File: src/rtl/eth_csr_pkg.sv
// Shared constants and helpers for the Ethernet RX CSR block.
// Offsets, slot layout and the byte-lane merge helper.
package eth_csr_pkg;

  localparam logic [3:0] OFF_ID         = 4'h0;
  localparam logic [3:0] OFF_IRQ_STATUS = 4'h4;
  localparam logic [3:0] OFF_IRQ_MASK   = 4'h8;
  localparam logic [3:0] OFF_RX_COUNT   = 4'hC;

  localparam logic [1:0] SUB_MAC_LO = 2'd0;
  localparam logic [1:0] SUB_MAC_HI = 2'd1;
  localparam logic [1:0] SUB_IP     = 2'd2;
  localparam logic [1:0] SUB_PORT   = 2'd3;

  localparam logic [31:0] SLOT_BASE   = 32'h10;
  localparam logic [31:0] SLOT_STRIDE = 32'h10;
  localparam int unsigned ENABLE_BIT  = 16;

  typedef enum int {
    IRQ_ETH  = 0,
    IRQ_IPV4 = 1,
    IRQ_UDP  = 2
  } irq_idx_e;

  typedef struct packed {
    logic [47:0] mac;
    logic [31:0] ip;
    logic [15:0] port;
    logic        en;
  } filter_t;

  function automatic logic [31:0] lane_write(
    input logic [31:0] cur,
    input logic [31:0] nxt,
    input logic [3:0]  sel
  );
    lane_write = cur;
    for (int b = 0; b < 4; b++)
      if (sel[b]) lane_write[8*b +: 8] = nxt[8*b +: 8];
  endfunction

endpackage

File: src/rtl/eth_csr_filter_entry.sv
// One address-filter slot: MAC/IP/port/enable with byte-lane writes.
// Read data is a combinational mux over the four slot words.
module eth_csr_filter_entry
  import eth_csr_pkg::*;
#(
  parameter logic [47:0] DEF_MAC = '0,
  parameter logic [31:0] DEF_IP  = '0,
  parameter logic        DEF_EN  = 1'b0
) (
  input  logic        clk,
  input  logic        rst,
  input  logic        we,
  input  logic [1:0]  sub,
  input  logic [3:0]  sel,
  input  logic [31:0] wdata,
  output filter_t     slot,
  output logic [31:0] rdata
);

  logic [31:0] nxt;
  logic        unused_bits;

  always_comb begin
    rdata = '0;
    unique case (sub)
      SUB_MAC_LO: rdata = slot.mac[31:0];
      SUB_MAC_HI: rdata[15:0] = slot.mac[47:32];
      SUB_IP:     rdata = slot.ip;
      SUB_PORT: begin
        rdata[15:0]       = slot.port;
        rdata[ENABLE_BIT] = slot.en;
      end
    endcase
  end

  // Merge against the current word so unselected lanes keep their value.
  assign nxt = lane_write(rdata, wdata, sel);
  assign unused_bits = ^nxt[31:17];

  always_ff @(posedge clk) begin
    if (rst) begin
      slot.mac  <= DEF_MAC;
      slot.ip   <= DEF_IP;
      slot.port <= '0;
      slot.en   <= DEF_EN;
    end else if (we) begin
      unique case (sub)
        SUB_MAC_LO: slot.mac[31:0]  <= nxt;
        SUB_MAC_HI: slot.mac[47:32] <= nxt[15:0];
        SUB_IP:     slot.ip         <= nxt;
        SUB_PORT: begin
          slot.port <= nxt[15:0];
          slot.en   <= nxt[ENABLE_BIT];
        end
      endcase
    end
  end

endmodule

File: src/rtl/wb_eth_csr.sv
// Wishbone classic CSR slave for the Ethernet RX filter chain.
// Define WB_ERR_EN to answer unmapped accesses with wbs_err_o.
module wb_eth_csr
  import eth_csr_pkg::*;
#(
  parameter logic [31:0] BASE_ADDR   = 32'h3000_0000,
  parameter int          NUM_FILTERS = 4,
  parameter int          NUM_IRQ     = 3,
  parameter logic [31:0] ID_VALUE    = 32'h5654_0001,
  parameter logic [47:0] DEF_MAC     = 48'h01005e0000fb,
  parameter logic [31:0] DEF_IP      = 32'he00000fb
) (
  input  logic                     wb_clk_i,
  input  logic                     wb_rst_i,
  input  logic                     wbs_stb_i,
  input  logic                     wbs_cyc_i,
  input  logic                     wbs_we_i,
  input  logic [3:0]               wbs_sel_i,
  input  logic [31:0]              wbs_adr_i,
  input  logic [31:0]              wbs_dat_i,
  output logic                     wbs_ack_o,
  output logic [31:0]              wbs_dat_o,
  input  logic [NUM_IRQ-1:0]       irq_event_i,
  input  logic                     rx_frame_i,
  output logic [48*NUM_FILTERS-1:0] mac_addr_o,
  output logic [32*NUM_FILTERS-1:0] ip_addr_o,
  output logic [16*NUM_FILTERS-1:0] port_o,
  output logic [NUM_FILTERS-1:0]   filter_en_o,
  output logic                     irq_o
`ifdef WB_ERR_EN
  ,
  output logic                     wbs_err_o
`endif
);

  localparam logic [0:0] IDLE = 1'b0;
  localparam logic [0:0] RESP = 1'b1;

  localparam logic [31:0] WIN =
    32'(SLOT_BASE + SLOT_STRIDE * NUM_FILTERS);
  localparam logic [31:0] IRQ_BITS =
    32'((64'd1 << NUM_IRQ) - 64'd1);

  logic [0:0]  state;
  logic [31:0] sts;
  logic [31:0] msk;
  logic [31:0] rx_count;
  logic [31:0] off;
  logic [31:0] rd;
  logic [31:0] w1c;
  logic [3:0]  wsub;
  logic        access;
  logic        wr;
  logic        mapped;
  logic        glob;
  logic        hit_id;
  logic        hit_sts;
  logic        hit_msk;
  logic        hit_cnt;

  logic [NUM_FILTERS-1:0] hit_slot;
  logic [31:0]            slot_rd [NUM_FILTERS];
  filter_t                slots   [NUM_FILTERS];

  assign access = (state == IDLE) && wbs_stb_i && wbs_cyc_i;
  assign wr     = access && wbs_we_i;

  // Offset wraps for addresses below the base, so one compare covers both ends.
  assign off    = wbs_adr_i - BASE_ADDR;
  assign mapped = off < WIN;
  assign glob   = mapped && (off[31:4] == 28'd0);
  assign wsub   = {off[3:2], 2'b00};

  assign hit_id  = glob && (wsub == OFF_ID);
  assign hit_sts = glob && (wsub == OFF_IRQ_STATUS);
  assign hit_msk = glob && (wsub == OFF_IRQ_MASK);
  assign hit_cnt = glob && (wsub == OFF_RX_COUNT);

  genvar gi;
  generate
    for (gi = 0; gi < NUM_FILTERS; gi++) begin : g_slot
      assign hit_slot[gi] = mapped && (off[31:4] == 28'(gi + 1));

      eth_csr_filter_entry #(
        .DEF_MAC (gi == 0 ? DEF_MAC : 48'h0),
        .DEF_IP  (gi == 0 ? DEF_IP : 32'h0),
        .DEF_EN  (gi == 0)
      ) u_entry (
        .clk   (wb_clk_i),
        .rst   (wb_rst_i),
        .we    (wr && hit_slot[gi]),
        .sub   (off[3:2]),
        .sel   (wbs_sel_i),
        .wdata (wbs_dat_i),
        .slot  (slots[gi]),
        .rdata (slot_rd[gi])
      );

      assign mac_addr_o[48*gi +: 48] = slots[gi].mac;
      assign ip_addr_o[32*gi +: 32]  = slots[gi].ip;
      assign port_o[16*gi +: 16]     = slots[gi].port;
      assign filter_en_o[gi]         = slots[gi].en;
    end
  endgenerate

  always_comb begin
    rd = '0;
    unique case (1'b1)
      hit_id:  rd = ID_VALUE;
      hit_sts: rd = sts;
      hit_msk: rd = msk;
      hit_cnt: rd = rx_count;
      default:
        for (int i = 0; i < NUM_FILTERS; i++)
          if (hit_slot[i]) rd = slot_rd[i];
    endcase
  end

  assign w1c = (wr && hit_sts) ?
    (lane_write(32'h0, wbs_dat_i, wbs_sel_i) & IRQ_BITS) : 32'h0;

  assign irq_o = |(sts & msk);

  // New events win over a same-cycle W1C clear.
  always_ff @(posedge wb_clk_i) begin
    if (wb_rst_i) begin
      sts      <= '0;
      msk      <= '0;
      rx_count <= '0;
    end else begin
      sts <= (sts & ~w1c) | (32'(irq_event_i) & IRQ_BITS);
      if (wr && hit_msk)
        msk <= lane_write(msk, wbs_dat_i, wbs_sel_i) & IRQ_BITS;
      if (wr && hit_cnt && (|wbs_sel_i))
        rx_count <= {31'h0, rx_frame_i};
      else if (rx_frame_i && (rx_count != '1))
        rx_count <= rx_count + 32'd1;
    end
  end

  always_ff @(posedge wb_clk_i) begin
    if (wb_rst_i) begin
      state     <= IDLE;
      wbs_ack_o <= 1'b0;
      wbs_dat_o <= '0;
`ifdef WB_ERR_EN
      wbs_err_o <= 1'b0;
`endif
    end else if (state == RESP) begin
      state     <= IDLE;
      wbs_ack_o <= 1'b0;
`ifdef WB_ERR_EN
      wbs_err_o <= 1'b0;
`endif
    end else if (access) begin
      state <= RESP;
`ifdef WB_ERR_EN
      wbs_ack_o <= mapped;
      wbs_err_o <= !mapped;
`else
      wbs_ack_o <= 1'b1;
`endif
      if (!wbs_we_i) wbs_dat_o <= rd;
    end
  end

endmodule

File: config.mk
export PLATFORM = sky130hd
export DESIGN_NAME = wb_eth_csr
export DESIGN_NICKNAME = d
export VERILOG_FILES = /design/src/rtl/eth_csr_pkg.sv /design/src/rtl/eth_csr_filter_entry.sv /design/src/rtl/wb_eth_csr.sv
export SDC_FILE = /design/constraint.sdc
export NUM_CORES = 1
export LEC_CHECK = 0
export BUFFER_PORTS_ARGS = -buffer_cell sky130_fd_sc_hd__buf_2
export CORE_MARGIN = 2
export CORE_UTILIZATION = 50
export DETAILED_ROUTE_END_ITERATION = 10
export PLACE_DENSITY = 0.85
export SKIP_CTS_REPAIR_TIMING = 1
export SYNTH_ARGS = -nofsm -noshare
export SYNTH_HDL_FRONTEND = slang
export SYNTH_SLANG_ARGS = --single-unit
File: constraint.sdc
create_clock -name wb_clk_i -period 5.29 [get_ports wb_clk_i]
set_input_delay 0.7935 -clock wb_clk_i [delete_from_list [all_inputs] [get_ports wb_clk_i]]
set_output_delay 0.7935 -clock wb_clk_i [all_outputs]
set_load 0.03 [all_outputs]
==> key figures <==
Run status
  – Status: finished, final reports clean

Floorplanning
  – Initial Util: about half
  – Die width: between 200 and 250 um
  – Io pins: 499
  – Placement Rows: 76
  – Core box area: 43400 sq um
  – Chip height: 214 um
  – Die ar.: 45800 sq um

Clocking
  – Max H-tree Level: 2
  – Clock sink count: 460
  – Clk Latency, worst-skew pair: 0.60 ns
  – TritonCTS clock tree: built
  – TritonCTS buffer count: 49
  – Root buffer cell: clkbuf_16
  – Clock Path Buffers: 3
  – Worst-path clk slew: about 0.060 ns

Critical path
  – Setup CP Type: in2reg
  – CP Capture Type: flop
  – Worst setup startpoint: wbs_adr_i[2]
  – CP arrival: 3.73 ns
  – Worst path most repeated cell: nand2_1
  – Crit path max fanout: 64
  – Reg2Reg Capture Point: rx_count[16]
  – Worst path cell trace: buf_6 -> nor2b_1 -> nand2_1 -> nor4_4 -> nand2_1 -> a21oi_1
  – Cells on worst reg2reg path: 5
  – Req. time, crit path: 5.79 ns
  – Buffers and inverters on the worst path: 1
  – Slowest-stage cell, CP: nor4_4
  – FF-to-FF setup slack: roughly 2.5 ns
  – Worst setup endpoint: g_slot[0].u_entry.slot[91]
  – Family with the most delay on the worst path: simple AND/OR/NAND/NOR gates
  – CP max stage delay: 1.07 ns
  – Worst path depth: 6
  – Crit path launch type: input pin
  – Worst r2r src: rx_count[24]

Place
  – Detailed Place HPWL: a little over 60000 um
  – Post-DP Area: 25000 sq um
  – Port Buffer Count: 496
  – GPL Wtd Cong: 0.992

Logic synthesis
  – Syn nets: 2801
  – Sequential-to-total area share from yosys stat: 41.7%
  – Post-synth EDFFs: 0
  – Async S/R FF share, synth: 0%
  – Synth warn: 0
  – Post-synthesis cell count: 2723
  – Distinct cells, synth: 70
  – Yosys reg bits: 460
  – Mapped cell area: 22100 sq um
  – Syn avg cell area: between 8 and 9 sq um
  – Primary FF master, synth: dfxtp_1

GRT
  – First-pass GRT wire length: between 100000 and 150000 um
  – Vias in the first global route: 21400
  – Initial antenna violation count: 8
  – Largest net degree at the start of global routing: 192
  – GR Overflow Total: 0
  – Total GRT Usage: 37.6%

Worst hold path
  – Worst Hold Class: reg2reg
  – WHS Path Cells: 2
  – Hold_sp: g_slot[2].u_entry.slot[4]

Cells and area
  – Post-route cell area: between 20000 and 30000 sq um
  – Fillers: 3742
  – Fraction of layout cells with a size suffix above 1: 24.4%
  – Commonest non-fill, non-tap cell in the layout: nand2_1
  – Area occupied by multi-input gates: 11900 sq um
  – Area Growth Syn to Fin: 21.0%
  – Most frequent cells in the layout: nand2_1 (880), buf_2 (493), dfxtp_1 (460)
  – Final nets: roughly 3200
  – Register area: 9210 sq um

Timing
  – Final Hold Fails: 0
  – RSZ-0062 raised after global routing: no
  – Final min period: between 3 and 4 ns
  – Worst clock skew: 0.0166 ns
  – Max Clock Freq: about 310 MHz
  – Rel. slew slack: 13.1%
  – Tcrit/Tclk final: between 60 and 70%
  – Hold slack: 0.462 ns
  – Slew Limit Fails: 0
  – Final setup vio count: 0
  – Worst Tran Pin Value: 1.29 ns
  – Setup TNS: 0 ns

Run
  – Max-cap violations: 0

Routing
  – DRC: 0
  – Vias per inst: 6.28
  – Detailed Route WL: 90200 um
  – Iteration-0 DRC Markers: 3159
  – Vias: 23600
  – Post-route ant nets: 0
  – Drt first pass iters: 6
  – Drt wl/cell: 24.0 um

Power
  – Power per cell area: 285 nW/um^2
  – Leakage power: around 11 nW
  – Max VDD drop: approximately 0.23 mV
==> registers in the layout, indices dropped and copies added, names as in the netlist <==
signal and cells:
g_slot.u_entry.slot 388, msk 3, rx_count 32, state 1
sts 3, wbs_ack_o 1, wbs_dat_o 32
==> logic make-up (layout without fill, tap and decap cells) <==
| logic type | count (synthesis) | count (layout) | synth area share [%] |
|---|---|---|---|
| adder cells (fa/ha/maj) | 1 | 1 | 0.0567 |
| other | 0 | 8 | 0 |
| XOR/XNOR | 1 | 1 | 0.0397 |
| multiplexers | 155 | 155 | 11.7 |
| flip-flops | 460 | 460 | 41.7 |
| buffers and inverters | 258 | 695 | 4.92 |
| AND/OR/NAND/NOR | 1124 | 1124 | 23.1 |
| AO/OA/AOI/OAI | 724 | 724 | 18.5 |
==> power by group <==
part	switching, W	internal (W)
Combinational	0.000341	0.000117
Clock	0.00150	0.00218
Sequential	0.00000571	0.00347
==> stage by stage <==
stage | cells | utilization, % | total power [W] | worst slack, ns
global route | 3747 | 61.6 | 0.00777 | 1.94
detailed placement | 3653 | 57.6 | 0.00399 | 1.62
floorplan | 2723 | - | 0.00383 | 2.70
finish | 3753 | 61.6 | 0.00762 | 2.06
global placement | 3653 | 57.6 | 0.00399 | 1.65
CTS | 3745 | 61.6 | 0.00760 | 2.23
==> how the worst min path moves through the flow <==
stage,endpoint
floorplan,rx_count[11]
global route,sts[0]
detailed placement,g_slot[3].u_entry.slot[31]
finish,g_slot[2].u_entry.slot[4]
global placement,g_slot[0].u_entry.slot[2]
CTS,msk[2]
==> per-layer routing <==
layer / wire, um / track usage, % / part of all wire [%]
met2: 38600 / 55.9 / 43
met4: 5090 / 18.3 / 5.6
met1: 33500 / 49.6 / 37
met5: 14 / 0 / 0.016
met3: 12900 / 12.0 / 14
==> cell usage after synthesis (11+ instances only) <==
cell type / number / area (sq um)
nand2_1: 880 / 3300
dfxtp_1: 460 / 9210
a21oi_1: 446 / 2230
clkbuf_1: 136 / 510
o21ai_0: 109 / 546
mux4_2: 81 / 1820
mux2i_1: 67 / 671
buf_2: 58 / 290
o31ai_1: 49 / 368
inv_1: 47 / 176
nor2_1: 36 / 135
a22oi_1: 31 / 233
nand4_1: 26 / 163
or4_1: 25 / 188
or3_1: 22 / 138
nand3_1: 21 / 105
o211ai_1: 20 / 150
and3_1: 16 / 100
and2_1: 15 / 93.8
a22o_1: 12 / 105
nor4_4: 12 / 255
a211oi_1: 11 / 82.6
nor3_1: 11 / 55.1
==> worst register-to-register path: cells and delay by family, from the launching register on <==
| kind | cells | cell delay (ns) |
|---|---|---|
| AO/OA/AOI/OAI | 1 | 0.07 |
| flip-flops | 1 | 0.47 |
| AND/OR/NAND/NOR | 4 | 2.10 |
==> area by class of cell <==
type,instances,share of cell area [%]
multi-input cells,2005,44.4
inverters,47,0.660
clock inverters,21,0.932
flip-flops and latches,460,34.5
well taps,585,2.74
diodes,8,0.0749
repair buffers,556,11.2
clock buffers,71,5.51
Power figures use the tool's default switching activity.
